## config.mk

```make
export PLATFORM = sky130hd
export DESIGN_NAME = instr_sequencer
export DESIGN_NICKNAME = d
export VERILOG_FILES = /design/src/rtl/instr_sequencer.sv
export SDC_FILE = /design/constraint.sdc
export NUM_CORES = 1
export LEC_CHECK = 0
export CORE_MARGIN = 1.5
export CORE_UTILIZATION = 42
export CTS_CLUSTER_DIAMETER = 30
export CTS_CLUSTER_SIZE = 40
export DETAILED_ROUTE_END_ITERATION = 8
export GPL_TIMING_DRIVEN = 0
export PLACE_DENSITY = 0.84
export RECOVER_POWER = 50
export SLEW_MARGIN = 10
export SYNTH_ARGS = -nofsm -noshare
export SYNTH_HDL_FRONTEND = slang
export SYNTH_SLANG_ARGS = --single-unit
```

## constraint.sdc

```tcl
create_clock -name CLK -period 2.3 [get_ports CLK]
set_input_delay 0.23 -clock CLK [delete_from_list [all_inputs] [get_ports CLK]]
set_output_delay 0.23 -clock CLK [all_outputs]
set_load 0.03 [all_outputs]
```

## src/rtl/instr_sequencer.sv

```systemverilog
// rtl/instr_sequencer.sv - fetch/decode/control sequencer feeding the 8x8 register file
module instr_sequencer #(
  parameter int DATA_WIDTH = 8,
  parameter int ADDR_WIDTH = 3,
  parameter int PC_WIDTH   = 8,
  parameter int PC_STEP    = 4
) (
  input  logic                  CLK,
  input  logic                  RESET,
  input  logic [31:0]           INSTR,
  input  logic                  INSTR_VALID,
  output logic                  INSTR_READY,
  output logic [PC_WIDTH-1:0]   PC,
  output logic [ADDR_WIDTH-1:0] READREG1,
  output logic [ADDR_WIDTH-1:0] READREG2,
  output logic [ADDR_WIDTH-1:0] WRITEREG,
  output logic                  WRITE_EN,
  output logic [DATA_WIDTH-1:0] IMMEDIATE,
  output logic [2:0]            ALUOP,
  output logic                  IMM_SEL,
  output logic                  NEG_SEL,
  output logic                  BUSY,
  output logic                  ILLEGAL
);

  localparam logic [7:0] OP_LOADI = 8'h00;
  localparam logic [7:0] OP_MOV   = 8'h01;
  localparam logic [7:0] OP_ADD   = 8'h02;
  localparam logic [7:0] OP_SUB   = 8'h03;
  localparam logic [7:0] OP_AND   = 8'h04;
  localparam logic [7:0] OP_OR    = 8'h05;

  localparam logic [2:0] ALU_FWD = 3'b000;
  localparam logic [2:0] ALU_ADD = 3'b001;
  localparam logic [2:0] ALU_AND = 3'b010;
  localparam logic [2:0] ALU_OR  = 3'b011;

  typedef enum logic [1:0] {IDLE, DECODE, EXEC, WB} state_t;

  state_t state;
  state_t nextState;

  logic [7:0] opcode;
  logic [7:0] destField;
  logic [7:0] src1Field;
  logic [7:0] src2Field;

  logic [2:0] decAluOp;
  logic       decImmSel;
  logic       decNegSel;
  logic       opLegal;
  logic       decIllegal;
  logic       transfer;

  // Illegal flag of the instruction in flight; only consulted when entering WB.
  logic       illegalPending;

  assign opcode    = INSTR[31:24];
  assign destField = INSTR[23:16];
  assign src1Field = INSTR[15:8];
  assign src2Field = INSTR[7:0];

  // A transfer only happens from IDLE, which is exactly when INSTR_READY is high.
  assign transfer = (state == IDLE) && INSTR_VALID;

  // Opcode decode into ALU control plus legality of opcode and register fields.
  always_comb begin
    decAluOp  = ALU_FWD;
    decImmSel = 1'b0;
    decNegSel = 1'b0;
    opLegal   = 1'b1;
    case (opcode)
      OP_LOADI: decImmSel = 1'b1;
      OP_MOV:   decAluOp  = ALU_FWD;
      OP_ADD:   decAluOp  = ALU_ADD;
      OP_SUB: begin
        decAluOp  = ALU_ADD;
        decNegSel = 1'b1;
      end
      OP_AND:   decAluOp  = ALU_AND;
      OP_OR:    decAluOp  = ALU_OR;
      default:  opLegal   = 1'b0;
    endcase
    // src2 is an immediate for loadi, so its upper bits are only checked otherwise.
    decIllegal = !opLegal
              || (|destField[7:ADDR_WIDTH])
              || (|src1Field[7:ADDR_WIDTH])
              || ((opcode != OP_LOADI) && (|src2Field[7:ADDR_WIDTH]));
  end

  // State register.
  always_ff @(posedge CLK or negedge RESET) begin
    if (!RESET) begin
      state <= IDLE;
    end else begin
      state <= nextState;
    end
  end

  // Next-state logic: fixed four-cycle walk once an instruction is taken.
  always_comb begin
    nextState = state;
    case (state)
      IDLE:    if (INSTR_VALID) nextState = DECODE;
      DECODE:  nextState = EXEC;
      EXEC:    nextState = WB;
      WB:      nextState = IDLE;
      default: nextState = IDLE;
    endcase
  end

  // Registered outputs, computed from the upcoming state so they line up with it.
  always_ff @(posedge CLK or negedge RESET) begin
    if (!RESET) begin
      INSTR_READY    <= 1'b1;
      BUSY           <= 1'b0;
      WRITE_EN       <= 1'b0;
      ILLEGAL        <= 1'b0;
      PC             <= '0;
      READREG1       <= '0;
      READREG2       <= '0;
      WRITEREG       <= '0;
      IMMEDIATE      <= '0;
      ALUOP          <= ALU_FWD;
      IMM_SEL        <= 1'b0;
      NEG_SEL        <= 1'b0;
      illegalPending <= 1'b0;
    end else begin
      INSTR_READY <= (nextState == IDLE);
      BUSY        <= (nextState != IDLE);
      WRITE_EN    <= (nextState == WB) && !illegalPending;
      if ((nextState == WB) && illegalPending) begin
        ILLEGAL <= 1'b1;
      end
      if (transfer) begin
        PC             <= PC + PC_WIDTH'(PC_STEP);
        READREG1       <= src1Field[ADDR_WIDTH-1:0];
        READREG2       <= src2Field[ADDR_WIDTH-1:0];
        WRITEREG       <= destField[ADDR_WIDTH-1:0];
        IMMEDIATE      <= INSTR[DATA_WIDTH-1:0];
        ALUOP          <= decAluOp;
        IMM_SEL        <= decImmSel;
        NEG_SEL        <= decNegSel;
        illegalPending <= decIllegal;
      end
    end
  end

endmodule

```

==> metrics.cfg, run 1 <==
[status]
status = finished clean

[route]
wl_met2_microns = 1660
top_layer = met4
firstDrtPassIters = 4
vias_per_cell = 4.75
routedWlPerCell_microns = 12.8
dr_wl_met3_microns = 316
vias = 1225
first_iter_violations = 42
drc = 0
wl_microns = 3290
ant_nets = 0
met1_length_microns = 1230

[sta]
worst_pin_slew_ns = 0.660
rsz0062_at_grt = false
slew_viol_final = 0
setup_viol = 0
min_period_over_period_pct = 79.5
fin_crit_ns = 1.83
fin_ws_ns = 0.472
fmax_mhz = 547
slew_headroom_pct = 56.0
hold_violations = 0
timing.hold.ws_ns = 0.426
finalClockSkew_ns = 0.00646
tns_ns = 0

[cells_and_area]
final_layout_size_suffix_gt1_share_pct = 9.35
fin_nets = 252
num_antenna_cells = 0
n_fill_cell = 240
synthToLayoutAreaGrowth_pct = 58.4
final_core_util_pct = 70.8
layoutNonFillerInstCount = 258

[logic_synthesis]
ys_seq_area_share_pct = 56.5
synth_cell_types = 29
ys.flop_type = dfrtp_1
synth_warnings = 0
ys_ff_latch = 31
syn_avg_cell_area_sq_um = 9.96
synth_edf_count = 0
syn_area_sq_um = 1380
syn_inst = 138
async_flop_share_pct = 100

[clock_tree]
clk_pin_slew_ns = 0.09
clockBufferDepth = 2
cts-htree-levels = 2
numCtsBuffers = 5
post_cts_resize_count = 0
clk_latency_ns = 0.33
cts.sink_count = 31
cts_root_buffer = clkbuf_4
cts_tree = built

[setup_path]
crit_path_start_kind = flip-flop
cp_data_arrival_time_ns = 2.04
required_ns = 2.52
path_max_fanout = 10
crit_type = reg2reg
end_kind = flip-flop

[run]
drv_cap = 0

[global_routing]
antenna_found_initial = 0
grt_use_total_pct = 20.5
grt_max_degree = 32
grt_pass1_wl_microns = 5330
overflow = 0
grt_pass1_vias = 1207

[placed_design]
placed_cells = 249
portBuffers = 65
gp_congestion = 0.750
hpwlAfterDp_microns = 2500
pre_cts_slack_ns = 0.525

[die]
rows = 20
die_w_microns = 60.2
die_h_microns = 60.2
start_util_pct = 44.7
die_area_sq_um = 3630
ios = 69
core_area_sq_um = 3080

[power_and_ir_drop]
p_per_area_nw_per_um2 = 1190
p_leak_nw = 0.989
ir_drop_uv = 625

[worst_hold_path]
hold_class = in2reg

sequential cells by signal, summed over array words and instances (netlist names), 2 cells and up:
signal	cells
IMMEDIATE	6
PC	6
READREG1	3
WRITEREG	3
ALUOP	2
READREG2	2
state	2
critical path: stages, from the launching register on:
cell and delay (ns):
dfrtp_1 0.39, inv_1 0.10, ha_1 0.22, and2_1 0.14, clkbuf_1 0.19, clkbuf_1 0.41
nand2_1 0.12, xnor2_1 0.14
final cells by class:
cell class,count,area [sq um],share of cell area [%]
clock inverters,2,35.0,1.61
multi-input cells,95,529,24.3
flip-flops and latches,31,777,35.7
plain buffers,11,63.8,2.93
repair buffers,66,656,30.1
clock buffers,6,51.3,2.35
inverters,3,11.3,0.517
well taps,44,55.1,2.53
final timing paths:
kind                           from     endpoint  slack (ns)  cells after the start
max                        state[0]        PC[4]        0.47                      7
min                        INSTR[9]  READREG1[1]        0.43                      3
max reg2reg                state[0]        PC[4]        0.47                      7
min reg2reg                   PC[7]        PC[7]        0.47                      1
max in group asynchronous     RESET  READREG1[1]        1.41                      2
min in group asynchronous     RESET     WRITE_EN        0.47                      2
layer usage:
layer | global-route usage [%] | up-vias
met5 | 0 | -
met4 | 9.52 | 0
met3 | 5.41 | 10
met2 | 37.6 | 68
met1 | 21.5 | 563
li1 | - | 584
stage by stage:
| step | power [mW] | cell area (sq um) |
|---|---|---|
| after global placement | 2.12 | 2090 |
| after detailed placement | 2.17 | 2080 |
| after global routing | 2.75 | 2180 |
| after CTS | 2.62 | 2180 |
| final | 2.59 | 2180 |
| after floorplan | 1.61 | 1380 |
power by group:
part,total [mW],internal (mW),switching (mW)
Clock,0.438,0.257,0.181
Sequential,0.872,0.741,0.131
Combinational,1.28,0.543,0.734
Total,2.59,1.54,1.05
placed cells by master, fill, tap and decap left out:
| cell | count |
|---|---|
| conb_1 | 3 |
| or4_4 | 1 |
| nand4_1 | 2 |
| a21o_1 | 1 |
| and2_1 | 1 |
| a2111oi_4 | 1 |
| nor2_1 | 3 |
| dfrtp_1 | 30 |
| buf_4 | 6 |
| clkbuf_1 | 5 |
| nand4b_1 | 2 |
| nor3_1 | 1 |
| dfstp_2 | 1 |
| bufinv_16 | 1 |
| nor2_4 | 1 |
| mux2i_1 | 1 |
| clkbuf_8 | 1 |
| ha_1 | 4 |
| clkdlybuf4s50_1 | 62 |
| or4_1 | 2 |
| nor4_4 | 1 |
| or2_0 | 1 |
| nor2b_1 | 1 |
| dlygate4sd3_1 | 3 |
| o21ai_0 | 2 |
| clkbuf_4 | 5 |
| o22a_1 | 1 |
| nand3_1 | 3 |
| clkinv_2 | 1 |
| a21oi_1 | 1 |
| nand2_1 | 56 |
| inv_1 | 3 |
| buf_2 | 1 |
| or2_1 | 1 |
| xnor2_1 | 5 |
kinds of logic after synthesis:
family,share of synthesized area (%)
and+or+nand+nor,25.8
DFF,56.5
buffers and inverters,5.55
AOI/OAI and AO/OA,4.28
xor gates and xnor gates,3.18
adders and majority gates,3.64
other,0.273
muxes,0.728
cells in the mapped netlist, types with 2 or more instances:
library cell,count,area (sq um)
clkbuf_1,4,15.0
inv_1,3,11.3
buf_4,6,45.0
or4_1,2,15.0
xnor2_1,5,43.8
nor2_1,3,11.3
nand4b_1,2,17.5
ha_1,4,50.1
dfrtp_1,30,751
nand3_1,3,15.0
nand4_1,2,12.5
nand2_1,56,210
or2_1,2,12.5
timing repair:
action	4_1_cts	5_1_grt
hold buffers	1	0
endpoints found under the hold margin	30	0
setup buffers	0	0
Power figures use the tool's default switching activity.
==> run 2: changes to the inputs <==
Settings changed: CORE_UTILIZATION 42 to 36, PLACE_DENSITY 0.84 to 0.76.
Clock period 2.3 ns to 1.5 ns, I/O delays scaled along.
==> run 2 against run 1 <==
  * First-iteration DRC count decreased by 43%
  * Clock power increased by 59%
  * Clock skew decreased by 0.0024 ns
  * Critical path depth decreased by 6
  * Non-clock buffer count decreased by 1
  * Clock-buffer cell count increased by 2
  * Sequential cell count unchanged
  * Worst hold slack got worse by 0.022 ns
  * Final cell count increased by 1.2%
  * Global-route usage decreased by 5.4 points
  * Via count decreased by 5.8%
  * Sequential power increased by 53%
  * Critical path type is now reg2out
  * Largest cell class unchanged
==> metrics.cfg, run 2 (same netlist as run 1, synthesis figures left out) <==
[sta]
timing.hold.ws_ns = 0.404  ; -0.0223 ns
setup_viol = 0  ; unchanged
hold_violations = 0  ; unchanged
fmax_mhz = 688
slew_viol_final = 0  ; unchanged
fin_crit_ns = 1.45
min_period_over_period_pct = 96.9
rsz0062_at_grt = false
slew_headroom_pct = 50.5  ; -5.5 points
finalClockSkew_ns = 0.00408  ; -0.00238 ns
tns_ns = 0  ; unchanged
worst_pin_slew_ns = 0.743  ; +0.0828 ns

[clock_tree]
clk_latency_ns = 0.27  ; -0.06 ns
cts_post_setup_buffers_inserted = 0  ; unchanged
cts.sink_count = 31  ; unchanged
numCtsBuffers = 5  ; unchanged
cts-htree-levels = 2  ; unchanged
cts_root_buffer = clkbuf_8
clk_pin_slew_ns = 0.06  ; -0.03 ns
clockBufferDepth = 2  ; unchanged
cts_tree = built

[cells_and_area]
final_core_util_pct = 59.2  ; -12 points
num_antenna_cells = 0  ; unchanged
synthToLayoutAreaGrowth_pct = 57.7
final_layout_size_suffix_gt1_share_pct = 12.2  ; +2.9 points
layoutNonFillerInstCount = 261  ; +1.2%
largestRegisters = IMMEDIATE: 6 flops, PC: 6 flops
final_cell_mix = nand2_1 (56), clkdlybuf4s50_1 (50), dfrtp_1 (30)
final_common_cell = nand2_1
fin_nets = 251  ; -0.40%

[setup_path]
path_max_fanout = 2  ; -8
required_ns = 1.35  ; -1.17 ns
cp.buffers_inverters = 1  ; -2
cp_data_arrival_time_ns = 1.30  ; -0.74 ns
critPathMaxStageDelay_ns = 0.67  ; +0.26 ns
reg2reg_slack_ns = 0.11  ; -0.36 ns
reg2regPathDepth = 6  ; -1
end_kind = primary output
cp_cell_sequence = clkdlybuf4s50_1
r2r-start = state[0]
crit_path_start_kind = flip-flop
worst_r2r_endpoint = PC[7]
critical-path-top-delay-family = buffers and inverters
crit_path_top_delay_cell = clkdlybuf4s50_1
crit_type = reg2out

[route]
vias_per_cell = 4.42  ; -6.9%
first_iter_violations = 24  ; -43%
firstDrtPassIters = 4  ; unchanged
wl_microns = 2810  ; -15%
drc = 0  ; unchanged
vias = 1154  ; -5.8%
routedWlPerCell_microns = 10.8  ; -16%
ant_nets = 0  ; unchanged

[placed_design]
gp_congestion = 0.722  ; -3.7%
placed_cells = 253  ; +1.6%
hpwlAfterDp_microns = 2220  ; -11%
portBuffers = 65  ; unchanged

[worst_hold_path]
hold_end = IMMEDIATE[2]
hold_start = INSTR[2]
hold_class = in2reg
hold_depth = 3  ; unchanged

[die]
die_h_microns = 64.8  ; +7.6%
ios = 69  ; unchanged
die_area_sq_um = 4200  ; +16%
die_w_microns = 64.8  ; +7.6%
start_util_pct = 37.6  ; -7.1 points
rows = 22  ; +10%
core_area_sq_um = 3660  ; +19%

[power_and_ir_drop]
p_leak_nw = 1.01  ; +1.7%
power_mw = 3.89  ; +50%
p_per_area_nw_per_um2 = 1790  ; +51%
ir_drop_uv = 558  ; -11%

[run]
drv_cap = 0  ; unchanged

[global_routing]
antenna_found_initial = 0  ; unchanged
grt_pass1_wl_microns = 4800  ; -9.8%
grt_max_degree = 32  ; unchanged
overflow = 0  ; unchanged
grt_use_total_pct = 15.1  ; -5.4 points
grt_pass1_vias = 1113  ; -7.8%

[status]
status = finished clean

## run 2: cell count changes in the layout (fill, tap and decap cells not counted), moves of 2 or more
cell / before / now
dlygate4sd2_1: 0 / 8
clkbuf_8: 1 / 7
clkbuf_2: 0 / 4
clkbuf_4: 5 / 1
dlygate4sd3_1: 3 / 1
clkbuf_1: 5 / 7
clkdlybuf4s50_1: 62 / 50
## run 2: how the worst max path moves through the flow
stage                start              to  slack [ns]  cells past startpoint
2_1_floorplan     state[0]           PC[7]        0.01                      7
4_1_cts              PC[6]           PC[6]       0.005                      1
5_1_grt        READREG2[1]    IMMEDIATE[1]      0.0008                      1
6_report           NEG_SEL         NEG_SEL        0.05                      1
3_5_place_dp     INSTR[19]  illegalPending       -0.21                      5
3_3_place_gp         RESET    IMMEDIATE[7]       -0.31                      1
## run 2: what timing repair did
| action | CTS | global route |
|---|---|---|
| gates cloned | 0 | 0 |
| endpoints found under the setup margin | 20 | 21 |
| hold endpoints to repair | 30 | 0 |
| resized for setup | 11 | 12 |
| hold buffers | 1 | 0 |
| pin swaps | 1 | 0 |
## run 2: final cells by class
| cell class | instances | area (sq um) |
|---|---|---|
| Buffer | 10 | 67.6 |
| Fill cell | 338 | 1490 |
| Timing Repair Buffer | 66 | 608 |
| Tap cell | 48 | 60.1 |
| Multi-Input combinational cell | 95 | 544 |
| Inverter | 3 | 11.3 |
| Sequential cell | 31 | 777 |
| Clock buffer | 8 | 100 |
## run 2: layer usage
metal  share of wire [%]  up-vias  global-route usage, %
met5                   0        -                      0
met4                0.78        0                   7.18
met3                 6.5        2                   3.82
met2                  51       42                   25.9
met1                  42      525                   17.5
li1                    -      585                      -
## run 2: power by group
| group | switching [mW] | internal (mW) | total, mW | leakage, nW |
|---|---|---|---|---|
| sequential | 0.185 | 1.14 | 1.33 | 0.384 |
| combinational | 1.12 | 0.751 | 1.87 | 0.570 |
| clock | 0.277 | 0.418 | 0.695 | 0.0515 |
| total | 1.58 | 2.31 | 3.89 | 1.01 |
## run 2: stage by stage
| stage | setup WS, ns | cell area (sq um) |
|---|---|---|
| global placement | -0.308 | 2100 |
| detailed placement | -0.205 | 2090 |
| finish | 0.0460 | 2170 |
| global route | 0.000833 | 2170 |
| CTS | 0.00453 | 2190 |
| floorplan | 0.0113 | 1390 |
==> run 3: changes to the inputs <==
Settings changed: CORE_ASPECT_RATIO set to 2.
==> run 3 against run 2 <==
  * Final cell count rose by 0.77%
  * Final area fell by 1.4%
  * Sequential share of layout area rose by 0.52 points
  * Clock power fell by 9.6%
  * Power fell by 2.7%
  * Maximum frequency fell by 1.8%
  * Largest cell class unchanged
  * Worst hold slack got worse by 0.013 ns
  * Non-clock buffer count rose by 1
  * First-iteration DRC count fell by 63%
  * Sequential power barely moved
==> metrics.cfg, run 3 (same netlist as run 1, synthesis figures left out) <==
[route]
drc = 0  ; unchanged
routedWlPerCell_microns = 12.0  ; +11%
firstDrtPassIters = 3  ; -1
wl_microns = 3150  ; +12%
first_iter_violations = 9  ; -63%
vias_per_cell = 4.47  ; +1.0%
vias = 1175  ; +1.8%
ant_nets = 0  ; unchanged

[clock_tree]
cts.sink_count = 31  ; unchanged
clk_pin_slew_ns = 0.07  ; about the same
cts_root_buffer = clkbuf_8
numCtsBuffers = 5  ; unchanged
clockBufferDepth = 2  ; unchanged
cts-htree-levels = 2  ; unchanged
cts_tree = built
clk_latency_ns = 0.28  ; about the same

[global_routing]
grt_pass1_wl_microns = 5080  ; +5.7%
antenna_found_initial = 0  ; unchanged
overflow = 0  ; unchanged
grt_use_total_pct = 16.7  ; +1.6 points
grt_max_degree = 32  ; unchanged
grt_pass1_vias = 1121  ; +0.72%

[power_and_ir_drop]
p_leak_nw = 1.02  ; +1.9%
ir_drop_uv = 783  ; +40%
p_per_area_nw_per_um2 = 1770  ; -1.3%
power_mw = 3.78  ; -2.7%

[sta]
rsz0062_at_grt = false
worst_pin_slew_ns = 0.757  ; +0.0136 ns
fin_ws_ns = 0.0195  ; -0.0265 ns
fmax_mhz = 675  ; -1.8%
finalClockSkew_ns = 0.00630  ; +0.00222 ns
min_period_over_period_pct = 98.7  ; +1.8 points
slew_headroom_pct = 49.6  ; -0.90 points
slew_viol_final = 0  ; unchanged
setup_viol = 0  ; unchanged
tns_ns = 0  ; unchanged
timing.hold.ws_ns = 0.391  ; -0.0128 ns
fin_crit_ns = 1.48  ; +0.0265 ns
hold_violations = 0  ; unchanged

[placed_design]
gp_congestion = 0.733  ; +1.5%
pre_cts_slack_ns = -0.195  ; +0.0105 ns
hpwlAfterDp_microns = 2430  ; +9.5%
portBuffers = 65  ; unchanged

[cells_and_area]
final_layout_size_suffix_gt1_share_pct = 12.1  ; -0.057 points
final_core_util_pct = 58.6  ; -0.61 points
largestRegisters = IMMEDIATE: 6 flops, PC: 6 flops
fin_nets = 252  ; +0.40%
final_common_cell = nand2_1
final_cell_mix = nand2_1 (56), clkdlybuf4s50_1 (45), dfrtp_1 (30)
synthToLayoutAreaGrowth_pct = 55.4
num_antenna_cells = 0  ; unchanged

[setup_path]
path_max_fanout = 2  ; unchanged
cp_cell_sequence = clkdlybuf4s50_1
cp_data_arrival_time_ns = 1.33  ; +0.03 ns
crit_path_start_kind = flip-flop
crit_type = reg2out
critical-path-top-delay-family = buffers and inverters
crit_path_top_delay_cell = clkdlybuf4s50_1
cp.buffers_inverters = 1  ; unchanged
required_ns = 1.35  ; about the same
end_kind = primary output
critPathMaxStageDelay_ns = 0.69  ; +0.02 ns

[status]
status = finished clean

[die]
rows = 31  ; +41%
core_area_sq_um = 3650  ; -0.41%
die_w_microns = 46.7  ; -28%
die_h_microns = 90.4  ; +39%
die_area_sq_um = 4220  ; +0.52%
ios = 69  ; unchanged
start_util_pct = 37.7  ; +0.15 points

[run]
drv_cap = 0  ; unchanged

[worst_hold_path]
hold_class = in2reg

[run 3: changes by cell type in the layout (fill, tap and decap cells not counted), sizes merged]
cell | before | now
clkinv | 0 | 3
dlymetal6s2s | 0 | 2
dlygate4sd2 | 8 | 9
clkdlybuf4s50 | 50 | 45
clkbuf | 19 | 17
buf | 6 | 8
[run 3: layout make-up]
cell class / instances / area (sq um)
buffer: 10 / 62.6
clock buffer: 5 / 68.8
clock inverter: 3 / 15.0
fill: 362 / 1510
inverter: 3 / 11.3
multi-input combinational: 95 / 534
sequential: 31 / 777
tap: 49 / 61.3
timing repair buffer: 67 / 607
[run 3: per-stage QoR]
step | cells | area, sq um
2_1_floorplan | 140 | 1390
3_3_place_gp | 254 | 2100
3_5_place_dp | 254 | 2090
4_1_cts | 263 | 2180
5_1_grt | 263 | 2140
6_report | 263 | 2140
[run 3: final timing paths]
check                               start           end  slack [ns]  cells past startpoint
setup / recovery              READREG1[2]   READREG1[2]        0.02                      1
hold reg to reg            illegalPending      WRITE_EN        0.46                      1
hold / removal                  INSTR[18]   WRITEREG[2]        0.39                      3
min in group asynchronous           RESET  IMMEDIATE[5]        0.49                      2
setup reg to reg                 state[0]         PC[7]        0.11                      6
max in group asynchronous           RESET   WRITEREG[1]        0.52                      2
[run 3: layer usage]
layer  routed length, microns  track usage (%)  up-vias  part of all wire (%)
met3                      149             4.40        2                   4.7
met4                       41             8.33        0                   1.3
met1                     1090             17.7      548                    34
met5                        0                0        -                     0
met2                     1880             28.5       44                    59
li1                         -                -      581                     -
[run 3: tightest hold or removal path: stages]
cell             delay [ns]
clkdlybuf4s50_1        0.39
nand2_1                0.06
nand2_1                0.04
[run 3: repair_timing]
action / CTS / global route
pin swaps: 1 / 0
resized for setup: 11 / 12
cloned: 0 / 0
endpoints found under the setup margin: 21 / 12
endpoints found under the hold margin: 30 / 0
setup buffers: 1 / 0
hold buffers: 1 / 0
[run 3: report_power, final]
| part | internal [mW] | switching [mW] |
|---|---|---|
| Combinational | 0.723 | 1.11 |
| Sequential | 1.14 | 0.184 |
| Clock | 0.317 | 0.311 |
